**src/rtl/kinase_protocol_sequencer_if.sv**
```systemverilog
// Host-side bundle for the kinase protocol sequencer: step-table port, run control, status and
// the valve/pump pad drives.
interface kinase_protocol_sequencer_if #(
    parameter int unsigned PROG_DEPTH = 16
);
    localparam int unsigned AW = (PROG_DEPTH > 1) ? $clog2(PROG_DEPTH) : 1;

    logic          cfg_we;
    logic [AW-1:0] cfg_addr;
    logic [43:0]   cfg_data;
    logic          start;
    logic          abort;
    logic          busy;
    logic          done;
    logic          cfg_err;
    logic [AW-1:0] step_idx;
    logic [12:0]   pad_ctrl_a;
    logic [3:0]    pad_ctrl_s;
    logic [2:0]    pad_pump_a;
    logic [1:0]    pad_pump_b;

    modport master (
        output cfg_we, cfg_addr, cfg_data, start, abort,
        input  busy, done, cfg_err, step_idx, pad_ctrl_a, pad_ctrl_s, pad_pump_a, pad_pump_b
    );

    modport slave (
        input  cfg_we, cfg_addr, cfg_data, start, abort,
        output busy, done, cfg_err, step_idx, pad_ctrl_a, pad_ctrl_s, pad_pump_a, pad_pump_b
    );
endinterface

```
**src/rtl/kinase_protocol_sequencer.sv**
```systemverilog
// Step-table sequencer: per step applies a valve pattern, settles, runs pump A or B for a number
// of strokes, dwells, then advances until a last-flagged step or the end of the table.
module kinase_protocol_sequencer #(
    parameter int unsigned PROG_DEPTH    = 16,
    parameter int unsigned SETTLE_CYCLES = 4,
    parameter int unsigned PUMP_DIV      = 8
) (
    input logic                         clk,
    input logic                         rst,
    kinase_protocol_sequencer_if.slave  host_io
);
    localparam int unsigned AW = (PROG_DEPTH > 1) ? $clog2(PROG_DEPTH) : 1;
    localparam int unsigned DW = (PUMP_DIV > 1) ? $clog2(PUMP_DIV) : 1;
    localparam logic [15:0]   SettleLast = 16'(SETTLE_CYCLES - 1);
    localparam logic [DW-1:0] DivLast    = DW'(PUMP_DIV - 1);
    localparam logic [AW-1:0] StepLast   = AW'(PROG_DEPTH - 1);

    typedef enum logic [1:0] {StIdle, StSettle, StPump, StDwell} state_e;

    state_e        state_q, state_d;
    logic [AW-1:0] step_q, step_d;
    logic [43:0]   cur_q, cur_d;
    logic [15:0]   cnt_q, cnt_d;
    logic [7:0]    stroke_q, stroke_d;
    logic [2:0]    phase_q, phase_d;
    logic [DW-1:0] div_q, div_d;
    logic          done_q, done_d;
    logic          err_q, err_d;

    logic [43:0]   mem_q [PROG_DEPTH];

    // Fields of the step currently being executed
    logic          cur_last;
    logic [15:0]   cur_dwell;
    logic [7:0]    cur_strokes;
    logic [1:0]    cur_sel;
    logic          pump_en;
    logic [2:0]    phase_last;
    logic [AW-1:0] step_nxt;

    assign cur_last    = cur_q[43];
    assign cur_dwell   = cur_q[42:27];
    assign cur_strokes = cur_q[26:19];
    assign cur_sel     = cur_q[18:17];
    assign pump_en     = (cur_strokes != 8'd0) && ((cur_sel == 2'b01) || (cur_sel == 2'b10));
    assign phase_last  = (cur_sel == 2'b01) ? 3'd5 : 3'd1;
    assign step_nxt    = step_q + AW'(1);

    // Table is deliberately left unreset; writes only land while idle.
    always_ff @(posedge clk) begin
        if (host_io.cfg_we && (state_q == StIdle)) begin
            mem_q[host_io.cfg_addr] <= host_io.cfg_data;
        end
    end

    always_ff @(posedge clk or posedge rst) begin
        if (rst) begin
            state_q  <= StIdle;
            step_q   <= '0;
            cur_q    <= '0;
            cnt_q    <= '0;
            stroke_q <= '0;
            phase_q  <= '0;
            div_q    <= '0;
            done_q   <= 1'b0;
            err_q    <= 1'b0;
        end else begin
            state_q  <= state_d;
            step_q   <= step_d;
            cur_q    <= cur_d;
            cnt_q    <= cnt_d;
            stroke_q <= stroke_d;
            phase_q  <= phase_d;
            div_q    <= div_d;
            done_q   <= done_d;
            err_q    <= err_d;
        end
    end

    always_comb begin
        logic settle_end;
        logic pump_end;
        logic go_dwell;
        logic step_end;

        state_d    = state_q;
        step_d     = step_q;
        cur_d      = cur_q;
        cnt_d      = cnt_q;
        stroke_d   = stroke_q;
        phase_d    = phase_q;
        div_d      = div_q;
        done_d     = 1'b0;
        err_d      = err_q;
        settle_end = 1'b0;
        pump_end   = 1'b0;
        go_dwell   = 1'b0;
        step_end   = 1'b0;

        unique case (state_q)
            StIdle: begin
                if (host_io.start && !host_io.abort) begin
                    state_d = StSettle;
                    step_d  = '0;
                    cur_d   = mem_q[0];
                    cnt_d   = '0;
                    err_d   = 1'b0;
                end
            end
            StSettle: begin
                if (cnt_q == SettleLast) settle_end = 1'b1;
                else                     cnt_d = cnt_q + 16'd1;
            end
            StPump: begin
                if (div_q == DivLast) begin
                    div_d = '0;
                    if (phase_q == phase_last) begin
                        phase_d = '0;
                        if (stroke_q == cur_strokes - 8'd1) pump_end = 1'b1;
                        else                                stroke_d = stroke_q + 8'd1;
                    end else begin
                        phase_d = phase_q + 3'd1;
                    end
                end else begin
                    div_d = div_q + DW'(1);
                end
            end
            StDwell: begin
                if (cnt_q == cur_dwell - 16'd1) step_end = 1'b1;
                else                            cnt_d = cnt_q + 16'd1;
            end
            default: state_d = StIdle;
        endcase

        if (settle_end) begin
            if (pump_en) begin
                state_d  = StPump;
                div_d    = '0;
                phase_d  = '0;
                stroke_d = '0;
            end else begin
                go_dwell = 1'b1;
            end
        end
        if (pump_end) go_dwell = 1'b1;

        if (go_dwell) begin
            if (cur_dwell != 16'd0) begin
                state_d = StDwell;
                cnt_d   = '0;
            end else begin
                step_end = 1'b1;
            end
        end

        if (step_end) begin
            if (cur_last || (step_q == StepLast)) begin
                state_d = StIdle;
                step_d  = '0;
                cur_d   = '0;
                done_d  = 1'b1;
            end else begin
                state_d = StSettle;
                step_d  = step_nxt;
                cur_d   = mem_q[step_nxt];
                cnt_d   = '0;
            end
        end

        if (host_io.cfg_we && (state_q != StIdle)) err_d = 1'b1;

        if (host_io.abort) begin
            state_d = StIdle;
            step_d  = '0;
            cur_d   = '0;
            done_d  = 1'b0;
        end
    end

    always_comb begin
        host_io.busy       = (state_q != StIdle);
        host_io.done       = done_q;
        host_io.cfg_err    = err_q;
        host_io.step_idx   = step_q;
        host_io.pad_ctrl_a = '0;
        host_io.pad_ctrl_s = '0;
        host_io.pad_pump_a = '0;
        host_io.pad_pump_b = '0;
        if (state_q != StIdle) begin
            host_io.pad_ctrl_a = cur_q[12:0];
            host_io.pad_ctrl_s = cur_q[16:13];
        end
        if (state_q == StPump) begin
            if (cur_sel == 2'b01) begin
                case (phase_q)
                    3'd0:    host_io.pad_pump_a = 3'b100;
                    3'd1:    host_io.pad_pump_a = 3'b110;
                    3'd2:    host_io.pad_pump_a = 3'b010;
                    3'd3:    host_io.pad_pump_a = 3'b011;
                    3'd4:    host_io.pad_pump_a = 3'b001;
                    3'd5:    host_io.pad_pump_a = 3'b101;
                    default: host_io.pad_pump_a = 3'b000;
                endcase
            end else if (cur_sel == 2'b10) begin
                host_io.pad_pump_b = phase_q[0] ? 2'b01 : 2'b10;
            end
        end
    end
endmodule

```
**src/flat_wrapper.sv**
```systemverilog
// flat-port wrapper written by rule: the top's interface ports become plain ports
module kinase_protocol_sequencer_flat 
#(
    parameter int unsigned PROG_DEPTH    = 16,
    parameter int unsigned SETTLE_CYCLES = 4,
    parameter int unsigned PUMP_DIV      = 8
)
  (clk, rst, host_io_cfg_we, host_io_cfg_addr, host_io_cfg_data, host_io_start, host_io_abort, host_io_busy, host_io_done, host_io_cfg_err, host_io_step_idx, host_io_pad_ctrl_a, host_io_pad_ctrl_s, host_io_pad_pump_a, host_io_pad_pump_b);
  kinase_protocol_sequencer_if #(.PROG_DEPTH(PROG_DEPTH)) host_io_i ();
  input logic clk;
  input logic rst;
  input wire logic [$bits(host_io_i.cfg_we)-1:0] host_io_cfg_we;
  input wire logic [$bits(host_io_i.cfg_addr)-1:0] host_io_cfg_addr;
  input wire logic [$bits(host_io_i.cfg_data)-1:0] host_io_cfg_data;
  input wire logic [$bits(host_io_i.start)-1:0] host_io_start;
  input wire logic [$bits(host_io_i.abort)-1:0] host_io_abort;
  output wire logic [$bits(host_io_i.busy)-1:0] host_io_busy;
  output wire logic [$bits(host_io_i.done)-1:0] host_io_done;
  output wire logic [$bits(host_io_i.cfg_err)-1:0] host_io_cfg_err;
  output wire logic [$bits(host_io_i.step_idx)-1:0] host_io_step_idx;
  output wire logic [$bits(host_io_i.pad_ctrl_a)-1:0] host_io_pad_ctrl_a;
  output wire logic [$bits(host_io_i.pad_ctrl_s)-1:0] host_io_pad_ctrl_s;
  output wire logic [$bits(host_io_i.pad_pump_a)-1:0] host_io_pad_pump_a;
  output wire logic [$bits(host_io_i.pad_pump_b)-1:0] host_io_pad_pump_b;
  assign host_io_i.cfg_we = host_io_cfg_we;
  assign host_io_i.cfg_addr = host_io_cfg_addr;
  assign host_io_i.cfg_data = host_io_cfg_data;
  assign host_io_i.start = host_io_start;
  assign host_io_i.abort = host_io_abort;
  assign host_io_busy = host_io_i.busy;
  assign host_io_done = host_io_i.done;
  assign host_io_cfg_err = host_io_i.cfg_err;
  assign host_io_step_idx = host_io_i.step_idx;
  assign host_io_pad_ctrl_a = host_io_i.pad_ctrl_a;
  assign host_io_pad_ctrl_s = host_io_i.pad_ctrl_s;
  assign host_io_pad_pump_a = host_io_i.pad_pump_a;
  assign host_io_pad_pump_b = host_io_i.pad_pump_b;
  kinase_protocol_sequencer #(.PROG_DEPTH(PROG_DEPTH), .SETTLE_CYCLES(SETTLE_CYCLES), .PUMP_DIV(PUMP_DIV)) u_core (.clk(clk), .rst(rst), .host_io(host_io_i));
endmodule
```
**config.mk**
```make
export PLATFORM = sky130hd
export DESIGN_NAME = kinase_protocol_sequencer_flat
export DESIGN_NICKNAME = d
export VERILOG_FILES = /design/src/rtl/kinase_protocol_sequencer_if.sv /design/src/rtl/kinase_protocol_sequencer.sv /design/src/flat_wrapper.sv
export SDC_FILE = /design/constraint.sdc
export NUM_CORES = 1
export LEC_CHECK = 0
export ABC_CLOCK_PERIOD_IN_PS = 4680
export CORE_ASPECT_RATIO = 0.6
export CORE_UTILIZATION = 30
export CTS_CLUSTER_DIAMETER = 50
export DETAILED_ROUTE_END_ITERATION = 12
export PLACE_DENSITY_LB_ADDON = 0.08
export SYNTH_ARGS = -nofsm -noshare
export SYNTH_HDL_FRONTEND = slang
export SYNTH_SLANG_ARGS = --single-unit
```
**constraint.sdc**
```tcl
create_clock -name clk -period 4.68 [get_ports clk]
set_input_delay 0.702 -clock clk [delete_from_list [all_inputs] [get_ports clk]]
set_output_delay 0.702 -clock clk [all_outputs]
set_load 0.01 [all_outputs]
```
==> flow_summary.json, run 1 <==
{
  "status": "completed",
  "die_w_microns": 425,
  "synth_top_cell_by_area": "edfxtp_1",
  "synth_most_common_cell": "edfxtp_1",
  "async_reset_ff_share_pct": 10.4,
  "path_class": "reg2reg",
  "critPathCaptureType": "flip-flop",
  "worst-path-max-fanout": 66,
  "drt-vias-per-instance": 5.00,
  "cts.reportedPaths.clkPinSlew_ps": 60,
  "area_delta_synth_final_pct": 17.8,
  "clock_path_buffers": 3,
  "syn_nets": 1824,
  "fmax_mhz": 265,
  "cts_tree": "built",
  "vias": 16753,
  "rows": 92,
  "clockRootBuffer": "clkbuf_16",
  "seq_area_frac_synth_pct": 72.1,
  "cellPowerDensity_nw_per_um2": 414,
  "routedWlPerCell_microns": 26.2,
  "synth_edf_count": 704,
  "routed_wirelength_microns": 87900,
  "ant_nets": 0,
  "fillerInstances": 9827,
  "synthFlopType": "edfxtp_1",
  "setup_violations": 0,
  "core_sq_um": 106000,
  "synth_area_sq_um": 32100,
  "drive_gt1_share_pct": 22.6,
  "grt_max_degree": 91,
  "start_util_pct": 30.5,
  "cts_made_buffers": 84,
  "final_area_sq_um": 37900,
  "min_period_over_period_pct": 80.5,
  "ios": 82,
  "grt_pass1_wl_microns": 128000,
  "hpwl_microns": 47000,
  "syn-instance-count": 1760,
  "cts_hold_buf": 0,
  "synth_seq_cells": 786,
  "crit_buf_inv": 1,
  "min_path_type": "in2async",
  "min_period_ps": 3770,
  "layout_setup_ws_ps": 910,
  "htreeDepth": 3,
  "gp_congestion": 0.798,
  "syn_avg_cell_area_sq_um": 18.3,
  "first_global_vias": 17510,
  "vdd_drop_max_mv": 0.254,
  "maxCapViolations": 0,
  "ctsResizeCount": 0,
  "yosysWarningCount": 0,
  "crit_slowest_cell": "o311a_4",
  "drc_errors": 0,
  "drtIter0Drc": 1195,
  "worstPathArrival_ps": 4280,
  "die_y_microns": 256,
  "antenna_found_initial": 3,
  "grt_usage_pct": 16.3,
  "netlist_top_cells_count": "edfxtp_1 (704), mux4_2 (176), nand2_1 (128)",
  "clock_sinks": 786,
  "synth_area_leaders": "edfxtp_1 (66%), mux4_2 (12%), dfrtp_1 (6.4%), mux2i_1 (1.6%), mux2_2 (1.5%)",
  "path_delay_family": "compound AO/OA/AOI/OAI gates",
  "placed_area_sq_um": 35100,
  "maxSlewHeadroom_pct": 37.0,
  "worstMarginPinSlew_ps": 941,
  "antenna_cells": 0,
  "nets": 1938,
  "worstSetupStartpointType": "flip-flop",
  "instances_no_fill": 3353,
  "setup_tns_ps": 0,
  "first_pass_iters": 5,
  "crit_chain": "nor3_2 > nand3_1 > a2111oi_0 > a211oi_2 > nand4_1 > o311a_4 > buf_4 > o21ai_0",
  "drv_slew": 0,
  "clock-skew-final_ps": 27.4,
  "dieArea_sq_um": 109000,
  "ys_types": 62,
  "grt.overflow.total": 0,
  "leakagePower_uw": 0.0123,
  "placed_cells": 3198,
  "worst_ep_required_time_ps": 5190,
  "clk_latency_ps": 670,
  "rsz0062_at_grt": "no",
  "power_uw": 15700,
  "portBuffers": 81,
  "max_stage_delay_ps": 750,
  "cts_setup_buffers": 0,
  "hold_viol_final": 0,
  "synth_top_cell_area_share_pct": 65.8,
  "dpl_worst_slack_ps": 946
}
logic make-up (layout without fill, tap and decap cells):
logic type                 Yosys count  in the layout  synth area share (%)
AOI/OAI and AO/OA                  204            204                  4.39
xor gates and xnor gates            42             42                  1.14
buffers and inverters              123            306                  1.50
DFF                                786            786                  72.1
adders and majority gates           11             11                 0.428
muxes                              270            270                  15.4
and+or+nand+nor                    324            324                  4.97
layer usage:
metal | track usage, % | vias to the layer above | part of all wire [%] | wire [microns]
li1 | - | 7347 | - | -
met1 | 23.5 | 8978 | 48 | 41800
met2 | 25.9 | 306 | 47 | 41600
met3 | 2.78 | 118 | 3.3 | 2920
met4 | 3.58 | 4 | 1.7 | 1510
met5 | 0 | - | 0.032 | 28
layout by cell type (no fill, tap or decap), types with 6 or more instances in the layout:
cell,netlist,layout
clkinv_2,0,12
a21oi_1,17,16
nor3_1,17,13
mux2_2,44,44
ha_1,11,10
inv_1,17,16
nor4_1,10,10
buf_4,0,40
mux2i_1,50,50
o21ai_0,58,58
nand3_1,21,21
o211ai_1,45,45
a22o_1,44,44
a31oi_1,14,14
clkbuf_16,0,85
nand2_1,128,128
bufinv_16,0,8
clkbuf_1,81,20
mux4_2,176,176
xnor2_1,23,22
nor2_1,61,47
xor2_1,19,18
inv_6,0,7
edfxtp_1,704,704
nor2b_1,27,27
nand3b_1,6,6
clkdlybuf4s50_1,0,81
clkinv_1,0,6
and3_1,9,9
nand4_1,14,14
nor2_4,0,13
buf_12,0,13
dfrtp_1,82,81
worst paths after layout:
| kind | startpoint | endpoint | slack (ps) | cells past startpoint |
|---|---|---|---|---|
| worst max-delay path | u_core.cur_q[32] | u_core.cur_q[24] | 910 | 8 |
| worst min-delay path | rst | u_core.host_io.done | 450 | 2 |
| worst max register to register | u_core.cur_q[32] | u_core.cur_q[24] | 910 | 8 |
| worst min register to register | u_core.host_io.cfg_err | u_core.host_io.cfg_err | 520 | 2 |
| max in group asynchronous | rst | u_core.cur_q[22] | 3340 | 3 |
| min in group clk | u_core.host_io.cfg_err | u_core.host_io.cfg_err | 520 | 2 |
flip-flops by register name, summed over array words and instances, names as in the netlist:
| signal | cells |
|---|---|
| u_core.host_io.step_idx | 4 |
| u_core.mem_q | 704 |
| u_core.host_io.cfg_err | 1 |
| u_core.div_q | 3 |
| u_core.cnt_q | 16 |
| u_core.cur_q | 44 |
| u_core.stroke_q | 8 |
| u_core.host_io.done | 1 |
| u_core.phase_q | 3 |
| u_core.state_q | 2 |
layout make-up:
class	count	area [sq um]	share of cell area [%]
sequential	786	23200	61.3
multi-input combinational	851	8680	22.9
clock buffer	109	2260	5.96
tap	1410	1760	4.66
timing repair buffer	134	1370	3.62
clock inverter	46	520	1.37
inverter	17	66.3	0.175
report_power, final:
part	total, uW	switching (uW)	leakage [uW]	internal (uW)
clock network	6780	2890	0.00135	3890
registers	7950	140	0.00744	7810
logic	938	587	0.00355	351
through the flow:
step / hold slack (ps) / utilization (%)
after global routing: 470 / 35.9
final: 450 / 35.9
after global placement: 490 / 33.2
after CTS: 443 / 35.9
after floorplan: 490 / -
after detailed placement: 508 / 33.2
worst reg2reg max path, stage by stage (launching register included):
cell and delay, ps:
dfrtp_1 480, nor3_2 470, nand3_1 190, a2111oi_0 650
a211oi_2 120, nand4_1 270, o311a_4 750, buf_4 480
o21ai_0 210
Power figures use the tool's default switching activity.
==> run 2, diff against run 1 <==
ABC_CLOCK_PERIOD_IN_PS = 3920   (was 4680)
clock period = 3.92 ns   (was 4.68 ns; I/O delays follow)
==> run 2 against run 1 <==
  * Hold slack got worse by 7.6 ps
  * Setup slack got worse by 410 ps
  * Sequential cell count unchanged
  * First-iteration DRC count decreased by 9.0%
  * Fmax increased by 10%
  * Non-clock buffer count increased by 10
  * Critical path type unchanged
==> flow_summary.json, run 2 (same netlist as run 1, synthesis figures left out) <==
{
  "cellPowerDensity_nw_per_um2": 481,
  "r2r-end": "u_core.cur_q[8]",
  "cts_setup_buffers": 0,
  "regArea_sq_um": 23200,
  "ios": 82,
  "nets": 1947,
  "routedWlPerCell_microns": 25.6,
  "largest_reg_flops": 704,
  "min_period_over_period_pct": 87.2,
  "dpl_worst_slack_ps": 550,
  "final_area_sq_um": 38000,
  "ctsResizeCount": 0,
  "setup_violations": 0,
  "die_w_microns": 425,
  "vias": 16634,
  "reg2regPathDepth": 8,
  "clock_sinks": 786,
  "placed_area_sq_um": 35300,
  "layout_commonest_cell": "edfxtp_1",
  "regToRegSetupSlack_ps": 500,
  "hpwl_microns": 47800,
  "core_sq_um": 106000,
  "dieArea_sq_um": 109000,
  "maxCapViolations": 0,
  "htreeDepth": 3,
  "grt.overflow.total": 0,
  "status": "completed",
  "leakagePower_uw": 0.0124,
  "drive_gt1_share_pct": 22.4,
  "first_pass_iters": 5,
  "die_y_microns": 256,
  "rows": 92,
  "rsz0062_at_grt": "no",
  "grt_max_degree": 90,
  "grt_usage_pct": 16.0,
  "drt-vias-per-instance": 4.94,
  "worstPathArrival_ps": 3930,
  "cts_hold_buf": 0,
  "min_period_ps": 3420,
  "antenna_found_initial": 1,
  "drv_slew": 0,
  "clk_latency_ps": 660,
  "clockRootBuffer": "clkbuf_16",
  "top_register": "u_core.mem_q",
  "critPathCaptureType": "flip-flop",
  "reg2reg_from": "u_core.cur_q[32]",
  "fmax_mhz": 293,
  "worst-path-max-fanout": 50,
  "maxSlewHeadroom_pct": 42.9,
  "clock-skew-final_ps": 25.7,
  "multi_input_area_sq_um": 8680,
  "largestRegisters": "u_core.mem_q x704, u_core.cur_q x44, u_core.cnt_q x16",
  "vdd_drop_max_mv": 0.333,
  "drtIter0Drc": 1087,
  "area_delta_synth_final_pct": 18.1,
  "min_path_type": "in2async",
  "cts_tree": "built",
  "worst_ep_required_time_ps": 4430,
  "cts.reportedPaths.clkPinSlew_ps": 60,
  "routed_wirelength_microns": 86000,
  "power_uw": 18300,
  "fillerInstances": 9820,
  "hold_viol_final": 0,
  "portBuffers": 81,
  "setup_tns_ps": 0,
  "path_class": "reg2reg",
  "ant_nets": 0,
  "layout_setup_ws_ps": 502,
  "gp_congestion": 0.781,
  "start_util_pct": 30.5,
  "cts_made_buffers": 83,
  "final_cell_mix": "edfxtp_1 (704), mux4_2 (176), nand2_1 (128), clkbuf_16 (84)",
  "drc_errors": 0,
  "first_global_vias": 17525,
  "worstMarginPinSlew_ps": 854,
  "worstSetupStartpointType": "flip-flop",
  "grt_pass1_wl_microns": 125000,
  "clock_path_buffers": 3
}
[run 2: changes by cell type in the layout (fill, tap and decap cells not counted), moves of 3 or more]
cell	delta
clkinv_2	-3
clkbuf_1	-5
clkinv_1	+17
buf_4	-5
bufinv_16	-4
buf_12	+15
[run 2: cell type report]
class	instances	area share, %
Sequential cell	786	61.1
Multi-Input combinational cell	851	22.9
Clock buffer	101	5.76
Tap cell	1410	4.65
Timing Repair Buffer	144	4.30
Clock inverter	54	1.13
Inverter	17	0.175
Antenna cell	2	0.0132
[run 2: per-layer routing]
layer,up-vias,part of all wire [%],GRT usage [%]
met1,8829,47,22.8
met4,2,2.0,4.11
met2,332,47,25.2
met3,117,4.1,2.72
met5,-,0.010,0
li1,7354,-,-
[run 2: power breakdown]
part	internal, uW	switching [uW]	leakage [uW]	total (uW)
sequential	9320	176	0.00744	9500
combinational	434	681	0.00365	1110
clock	4270	3380	0.00126	7650
total	14000	4240	0.0124	18300
[run 2: worst max path at each step]
stage	startpoint	end	slack [ps]
3_5_place_dp	u_core.cur_q[27]	u_core.cur_q[35]	550
4_1_cts	u_core.cur_q[27]	u_core.cur_q[1]	500
3_3_place_gp	u_core.cur_q[27]	u_core.host_io.step_idx[2]	630
6_report	u_core.cur_q[32]	u_core.cur_q[8]	500
2_1_floorplan	u_core.state_q[0]	u_core.mem_q[4][0]	70
5_1_grt	u_core.cur_q[27]	u_core.cur_q[42]	230
[run 2: critical path, stage by stage (launching register included)]
cell,delay [ps]
dfrtp_1,470
nor3_2,450
nand3_1,190
a2111oi_0,700
a211oi_2,110
nand4_1,240
o311a_4,360
buf_4,490
o21ai_0,200
[run 2: metrics by stage]
stage	instances	hold WS (ps)	util, %
final	3365	442	36.0
after global routing	3363	486	36.0
after CTS	3363	436	36.0
after detailed placement	3208	503	33.5
after global placement	3208	505	33.5
after floorplan	1760	490	-
